[src/rtl/fifo_dma_drain_ctrl_if.sv]
// FIFO-head and memory-write signals between the drain controller and its neighbours.
// Port names keep their controller-side direction suffixes so both ends read the same.
interface fifo_dma_drain_ctrl_if #(
   parameter int C_WIDTH  = 64,
   parameter int C_ADDR_W = 32
);
   logic [C_WIDTH-1:0]  fifo_data_i;
   logic                fifo_empty_i;
   logic                fifo_pop_o;
   logic                mem_valid_o;
   logic                mem_ready_i;
   logic [C_ADDR_W-1:0] mem_addr_o;
   logic [C_WIDTH-1:0]  mem_data_o;

   modport master (
      input  fifo_data_i, fifo_empty_i, mem_ready_i,
      output fifo_pop_o, mem_valid_o, mem_addr_o, mem_data_o
   );

   modport slave (
      output fifo_data_i, fifo_empty_i, mem_ready_i,
      input  fifo_pop_o, mem_valid_o, mem_addr_o, mem_data_o
   );
endinterface

[src/rtl/fifo_dma_drain_ctrl.sv]
// Drains one transfer of words from an FWFT FIFO onto a memory write port.
// Define DMA_RING_EN to wrap the word offset inside a C_RING_WORDS window.
module fifo_dma_drain_ctrl #(
   parameter int C_WIDTH      = 64,
   parameter int C_ADDR_W     = 32,
   parameter int C_LEN_W      = 16,
   parameter int C_RING_WORDS = 256
) (
   input  logic                clk_i,
   input  logic                rstn_i,
   input  logic [C_ADDR_W-1:0] cfg_addr_i,
   input  logic [C_LEN_W-1:0]  cfg_len_i,
   input  logic                start_i,
   input  logic                abort_i,
   output logic                busy_o,
   output logic                done_o,
   output logic                aborted_o,
   output logic [C_LEN_W-1:0]  words_done_o,
   fifo_dma_drain_ctrl_if.master bus
);

   localparam int                  BYTE_SHIFT = $clog2(C_WIDTH / 8);
   localparam logic [C_ADDR_W-1:0] WORD_BYTES = C_ADDR_W'(C_WIDTH / 8);
   localparam logic [C_ADDR_W-1:0] ALIGN_MASK = ~C_ADDR_W'(C_WIDTH / 8 - 1);

   typedef enum logic [1:0] {IDLE, XFER, DONE} state_t;

   state_t              state, state_nxt;
   logic [C_LEN_W-1:0]  len_q;
   logic [C_LEN_W-1:0]  words_q;
   logic                aborted_q;
   logic                handshake;
   logic                start_ok;
   logic [C_ADDR_W-1:0] addr_out;

   assign start_ok = (state == IDLE) && start_i && (cfg_len_i != '0);

   always_ff @(posedge clk_i or negedge rstn_i) begin
      if (!rstn_i) state <= IDLE;
      else         state <= state_nxt;
   end

   always_comb begin
      state_nxt       = state;
      busy_o          = 1'b0;
      done_o          = 1'b0;
      handshake       = 1'b0;
      bus.mem_valid_o = 1'b0;
      bus.fifo_pop_o  = 1'b0;
      case (state)
         IDLE: begin
            if (start_i) state_nxt = (cfg_len_i == '0) ? DONE : XFER;
         end
         XFER: begin
            busy_o          = 1'b1;
            bus.mem_valid_o = !bus.fifo_empty_i;
            handshake       = !bus.fifo_empty_i && bus.mem_ready_i;
            bus.fifo_pop_o  = handshake;
            // Abort takes the same exit as completion; a word accepted this cycle still counts.
            if (abort_i || (handshake && (words_q == len_q - C_LEN_W'(1))))
               state_nxt = DONE;
         end
         DONE: begin
            done_o    = 1'b1;
            state_nxt = IDLE;
         end
         default: state_nxt = IDLE;
      endcase
   end

   always_ff @(posedge clk_i or negedge rstn_i) begin
      if (!rstn_i) begin
         len_q     <= '0;
         words_q   <= '0;
         aborted_q <= 1'b0;
      end else begin
         if (start_ok) begin
            len_q   <= cfg_len_i;
            words_q <= '0;
         end else if (handshake) begin
            words_q <= words_q + C_LEN_W'(1);
         end
         if ((state == IDLE) && start_i)        aborted_q <= 1'b0;
         else if ((state == XFER) && abort_i)   aborted_q <= 1'b1;
      end
   end

`ifdef DMA_RING_EN
   localparam int RING_LOG2 = $clog2(C_RING_WORDS);

   logic [C_ADDR_W-1:0]  base_q;
   logic [RING_LOG2-1:0] ring_off_q;

   // The offset counter is exactly ring-sized, so it wraps to 0 on its own.
   always_ff @(posedge clk_i or negedge rstn_i) begin
      if (!rstn_i) begin
         base_q     <= '0;
         ring_off_q <= '0;
      end else if (start_ok) begin
         base_q     <= cfg_addr_i & ALIGN_MASK;
         ring_off_q <= '0;
      end else if (handshake) begin
         ring_off_q <= ring_off_q + RING_LOG2'(1);
      end
   end

   assign addr_out = base_q + (C_ADDR_W'(ring_off_q) << BYTE_SHIFT);
`else
   logic [C_ADDR_W-1:0] addr_q;

   always_ff @(posedge clk_i or negedge rstn_i) begin
      if (!rstn_i)        addr_q <= '0;
      else if (start_ok)  addr_q <= cfg_addr_i & ALIGN_MASK;
      else if (handshake) addr_q <= addr_q + WORD_BYTES;
   end

   assign addr_out = addr_q;
`endif

   assign bus.mem_addr_o = addr_out;
   assign bus.mem_data_o = bus.fifo_data_i;
   assign words_done_o   = words_q;
   assign aborted_o      = aborted_q;

endmodule

[src/flat_wrapper.sv]
// flat-port wrapper written by rule: the top's interface ports become plain ports
module fifo_dma_drain_ctrl_flat 
#(
   parameter int C_WIDTH      = 64,
   parameter int C_ADDR_W     = 32,
   parameter int C_LEN_W      = 16,
   parameter int C_RING_WORDS = 256
)
  (clk_i, rstn_i, cfg_addr_i, cfg_len_i, start_i, abort_i, busy_o, done_o, aborted_o, words_done_o, bus_fifo_data_i, bus_fifo_empty_i, bus_mem_ready_i, bus_fifo_pop_o, bus_mem_valid_o, bus_mem_addr_o, bus_mem_data_o);
  fifo_dma_drain_ctrl_if #(.C_WIDTH(C_WIDTH), .C_ADDR_W(C_ADDR_W)) bus_i ();
  input  logic clk_i;
  input  logic rstn_i;
  input  logic [C_ADDR_W-1:0] cfg_addr_i;
  input  logic [C_LEN_W-1:0] cfg_len_i;
  input  logic start_i;
  input  logic abort_i;
  output logic busy_o;
  output logic done_o;
  output logic aborted_o;
  output logic [C_LEN_W-1:0] words_done_o;
  input wire logic [$bits(bus_i.fifo_data_i)-1:0] bus_fifo_data_i;
  input wire logic [$bits(bus_i.fifo_empty_i)-1:0] bus_fifo_empty_i;
  input wire logic [$bits(bus_i.mem_ready_i)-1:0] bus_mem_ready_i;
  output wire logic [$bits(bus_i.fifo_pop_o)-1:0] bus_fifo_pop_o;
  output wire logic [$bits(bus_i.mem_valid_o)-1:0] bus_mem_valid_o;
  output wire logic [$bits(bus_i.mem_addr_o)-1:0] bus_mem_addr_o;
  output wire logic [$bits(bus_i.mem_data_o)-1:0] bus_mem_data_o;
  assign bus_i.fifo_data_i = bus_fifo_data_i;
  assign bus_i.fifo_empty_i = bus_fifo_empty_i;
  assign bus_i.mem_ready_i = bus_mem_ready_i;
  assign bus_fifo_pop_o = bus_i.fifo_pop_o;
  assign bus_mem_valid_o = bus_i.mem_valid_o;
  assign bus_mem_addr_o = bus_i.mem_addr_o;
  assign bus_mem_data_o = bus_i.mem_data_o;
  fifo_dma_drain_ctrl #(.C_WIDTH(C_WIDTH), .C_ADDR_W(C_ADDR_W), .C_LEN_W(C_LEN_W), .C_RING_WORDS(C_RING_WORDS)) u_core (.clk_i(clk_i), .rstn_i(rstn_i), .cfg_addr_i(cfg_addr_i), .cfg_len_i(cfg_len_i), .start_i(start_i), .abort_i(abort_i), .busy_o(busy_o), .done_o(done_o), .aborted_o(aborted_o), .words_done_o(words_done_o), .bus(bus_i));
endmodule
[config.mk]
export PLATFORM = sky130hd
export DESIGN_NAME = fifo_dma_drain_ctrl_flat
export DESIGN_NICKNAME = d
export VERILOG_FILES = /design/src/rtl/fifo_dma_drain_ctrl_if.sv /design/src/rtl/fifo_dma_drain_ctrl.sv /design/src/flat_wrapper.sv
export SDC_FILE = /design/constraint.sdc
export NUM_CORES = 1
export LEC_CHECK = 0
export ABC_AREA = 1
export CORE_MARGIN = 5
export CORE_UTILIZATION = 45
export CTS_CLUSTER_SIZE = 20
export DETAILED_ROUTE_END_ITERATION = 7
export PLACE_DENSITY = 0.87
export SKIP_LAST_GASP = 1
export SLEW_MARGIN = 10
export SYNTH_ARGS = -nofsm -noshare
export SYNTH_HDL_FRONTEND = slang
export SYNTH_SLANG_ARGS = --single-unit
[constraint.sdc]
create_clock -name clk_i -period 4.7 [get_ports clk_i]
set_clock_uncertainty 0.15 [all_clocks]
set_input_delay 0.94 -clock clk_i [delete_from_list [all_inputs] [get_ports clk_i]]
set_output_delay 0.94 -clock clk_i [all_outputs]
set_load 0.02 [all_outputs]
==> flow_summary.ini <==
[logic_synthesis]
synth_edf_count = 0
yosysSeqAreaShare_pct = 32.95
synthCells = 691
synth_largest_area_cell = dfrtp_1
yosys_warnings = 0
synth_area_leaders = dfrtp_1, nand2_1, buf_4, inv_1, nand3_1
avgSynthCellArea_um2 = 7.035
synthFlopType = dfrtp_1
synth_top_area_share_pct = 32.95
synth.cell_area_um2 = 4861
ys_async_sr_fraction_pct = 100.0
synth_cell_type_count = 43
ys_seq_elements = 64

[clock_network]
ctsResizeCount = 0
cts.clk_slew.worst_paths_ns = 0.08
root_buffer = clkbuf_8
cts_tree = built
cts_sinks = 64
h-tree-depth = 3
postCtsSetupRepairBufs = 0
cts.hold.buffers_added = 0
clkLatencyLatePin_ns = 0.34
cts.path.max_buffers = 2
cts_buffers = 9

[sta]
final-setup-viol-count = 0
slew_headroom_pct = 55.92
rsz0062_at_grt = false
fmax_ghz = 0.2897
fin_crit_sh_pct = 73.45
finalHoldViolations = 0
final_max_slew_viol_count = 0
setup_tns_ns = 0
min_period_ns = 3.452
worstMarginPinSlew_ns = 0.6613

[grt]
grt_max_degree = 51
grt_pass1_wl_mm = 21.27
globalRouteTotalUtil_pct = 20.04
grt_pass1_vias = 4405
antenna_found_initial = 0
overflow = 0

[drt]
wl_mm = 12.76
drtAntennaViolNets = 0
wire_per_inst_um = 14.61
vias_per_cell = 5.199
drt_iter0_drc = 278
drc = 0
firstDrtPassIters = 6
vias = 4539

[setup_path]
worst_setup_path_start_kind = input port
worstSetupEndpointType = primary output
cp_max_fo = 3
crit_type = in -> out
crit_arrival_ns = 2.36
worstPathRequired_ns = 3.61

[die]
num_io_pins = 235
core_area_um2 = 10700
die_h_um = 113.9
dieArea_um2 = 12980
std_cell_rows = 38
fp.dieW_um = 113.9
start_util_pct = 45.44

[placement]
io_buffer_count = 100
hpwlAfterDp_mm = 9.644
dp.cells = 857
gp_congestion = 0.9304

[layout]
drive_gt1_share_pct = 6.958
syn_to_final_growth_pct = 17.32
final_nets = 849
instances_no_fill = 873
antenna_cells = 0

[power_and_ir_drop]
ir_drop_mv = 0.3403
p_leak_nw = 2.622
p_per_area_nw_per_um2 = 551.5

[flow_run]
cap_violations = 0

[min_path]
hold_class = in -> async

[run_status]
status = completed
-- power breakdown --
group	internal [mW]	total [mW]	switching [mW]
Clock	0.314	0.532	0.218
Combinational	0.644	1.58	0.940
Sequential	0.754	1.03	0.275
-- kinds of logic after synthesis --
kind of cell,share of synthesized area (%)
flops,32.95
fa+ha+maj,0.7723
buf+inv,18.94
other cells,0.07715
compound gates,9.884
simple gates,33.28
xor+xnor,4.093
-- critical path, cell delays in order --
cell	delay (ns)
clkdlybuf4s50_1	0.44
inv_1	0.06
nand2_1	0.10
nor2_4	0.17
clkdlybuf4s50_1	0.64
-- flip-flops by register name, summed over array words and instances, names as in the netlist --
register and cells:
u_core.bus.mem_addr_o 29, u_core.len_q 16, u_core.words_done_o 16, u_core.state 2, u_core.aborted_o 1
-- per-stage QoR --
| step | power [mW] | util [%] | cell area, um2 | hold slack (ns) | worst slack [ns] |
|---|---|---|---|---|---|
| detailed placement | 2.612 | 51.31 | 5489 | 0.3400 | 1.234 |
| floorplan | 2.107 | - | 4868 | 0.3030 | 2.121 |
| CTS | 3.155 | 53.31 | 5703 | 0.3534 | 1.240 |
| global route | 3.409 | 53.31 | 5703 | 0.3741 | 1.195 |
| global placement | 2.569 | 51.31 | 5489 | 0.3200 | 1.244 |
| finish | 3.145 | 53.31 | 5703 | 0.3546 | 1.248 |
-- worst paths after layout --
path                             startpoint                        end  slack (ns)  cells after the start
min                                  rstn_i  u_core.bus.mem_addr_o[14]        0.35                      1
min reg2reg                u_core.len_q[15]           u_core.len_q[15]        0.36                      2
min in group clk_i         u_core.len_q[15]           u_core.len_q[15]        0.36                      2
max                        bus_fifo_empty_i             bus_fifo_pop_o        1.25                      5
max reg2reg                 u_core.len_q[0]            u_core.state[0]        2.51                     11
max in group asynchronous            rstn_i           u_core.aborted_o        3.06                      2
-- cell type report --
class                      count  area (um2)
clock inverter                 3       65.06
tap                          140       175.2
fill                        1032        4995
timing repair buffer         105        1033
sequential                    64        1602
inverter                      88       330.3
multi-input combinational    460        2349
clock buffer                  13       148.9
-- cell usage after synthesis (10+ instances only) --
cell and instances:
o211ai_1 12, nand3_1 46, nand4_1 16, xor2_1 13
nor3_1 14, dfrtp_1 64, o21ai_0 40, buf_4 69
nor2_1 61, a21oi_1 13, inv_1 84, buf_2 10
nand2_1 176
-- routing by layer --
metal,part of all wire (%),global-route usage (%),vias to the layer above,routed length [um]
met3,7.4,4.403,39,950
met1,44,26.30,2107,5554
met2,46,32.12,175,5932
met5,0,0,-,0
met4,2.5,8.076,0,320
li1,-,-,2218,-
-- placed cells by master, fill, tap and decap left out, types with 5 or more instances in the layout --
cell,n
nand2_1,175
clkdlybuf4s50_1,99
inv_1,84
dfrtp_1,64
nor2_1,61
nand3_1,46
o21ai_0,40
nand4_1,16
nor3_1,14
xor2_1,13
a21oi_1,13
o211ai_1,12
clkbuf_8,10
xnor2_1,7
o21ai_1,5
nand3b_1,5
nor2_2,5
buf_4,5
Power figures use the tool's default switching activity.
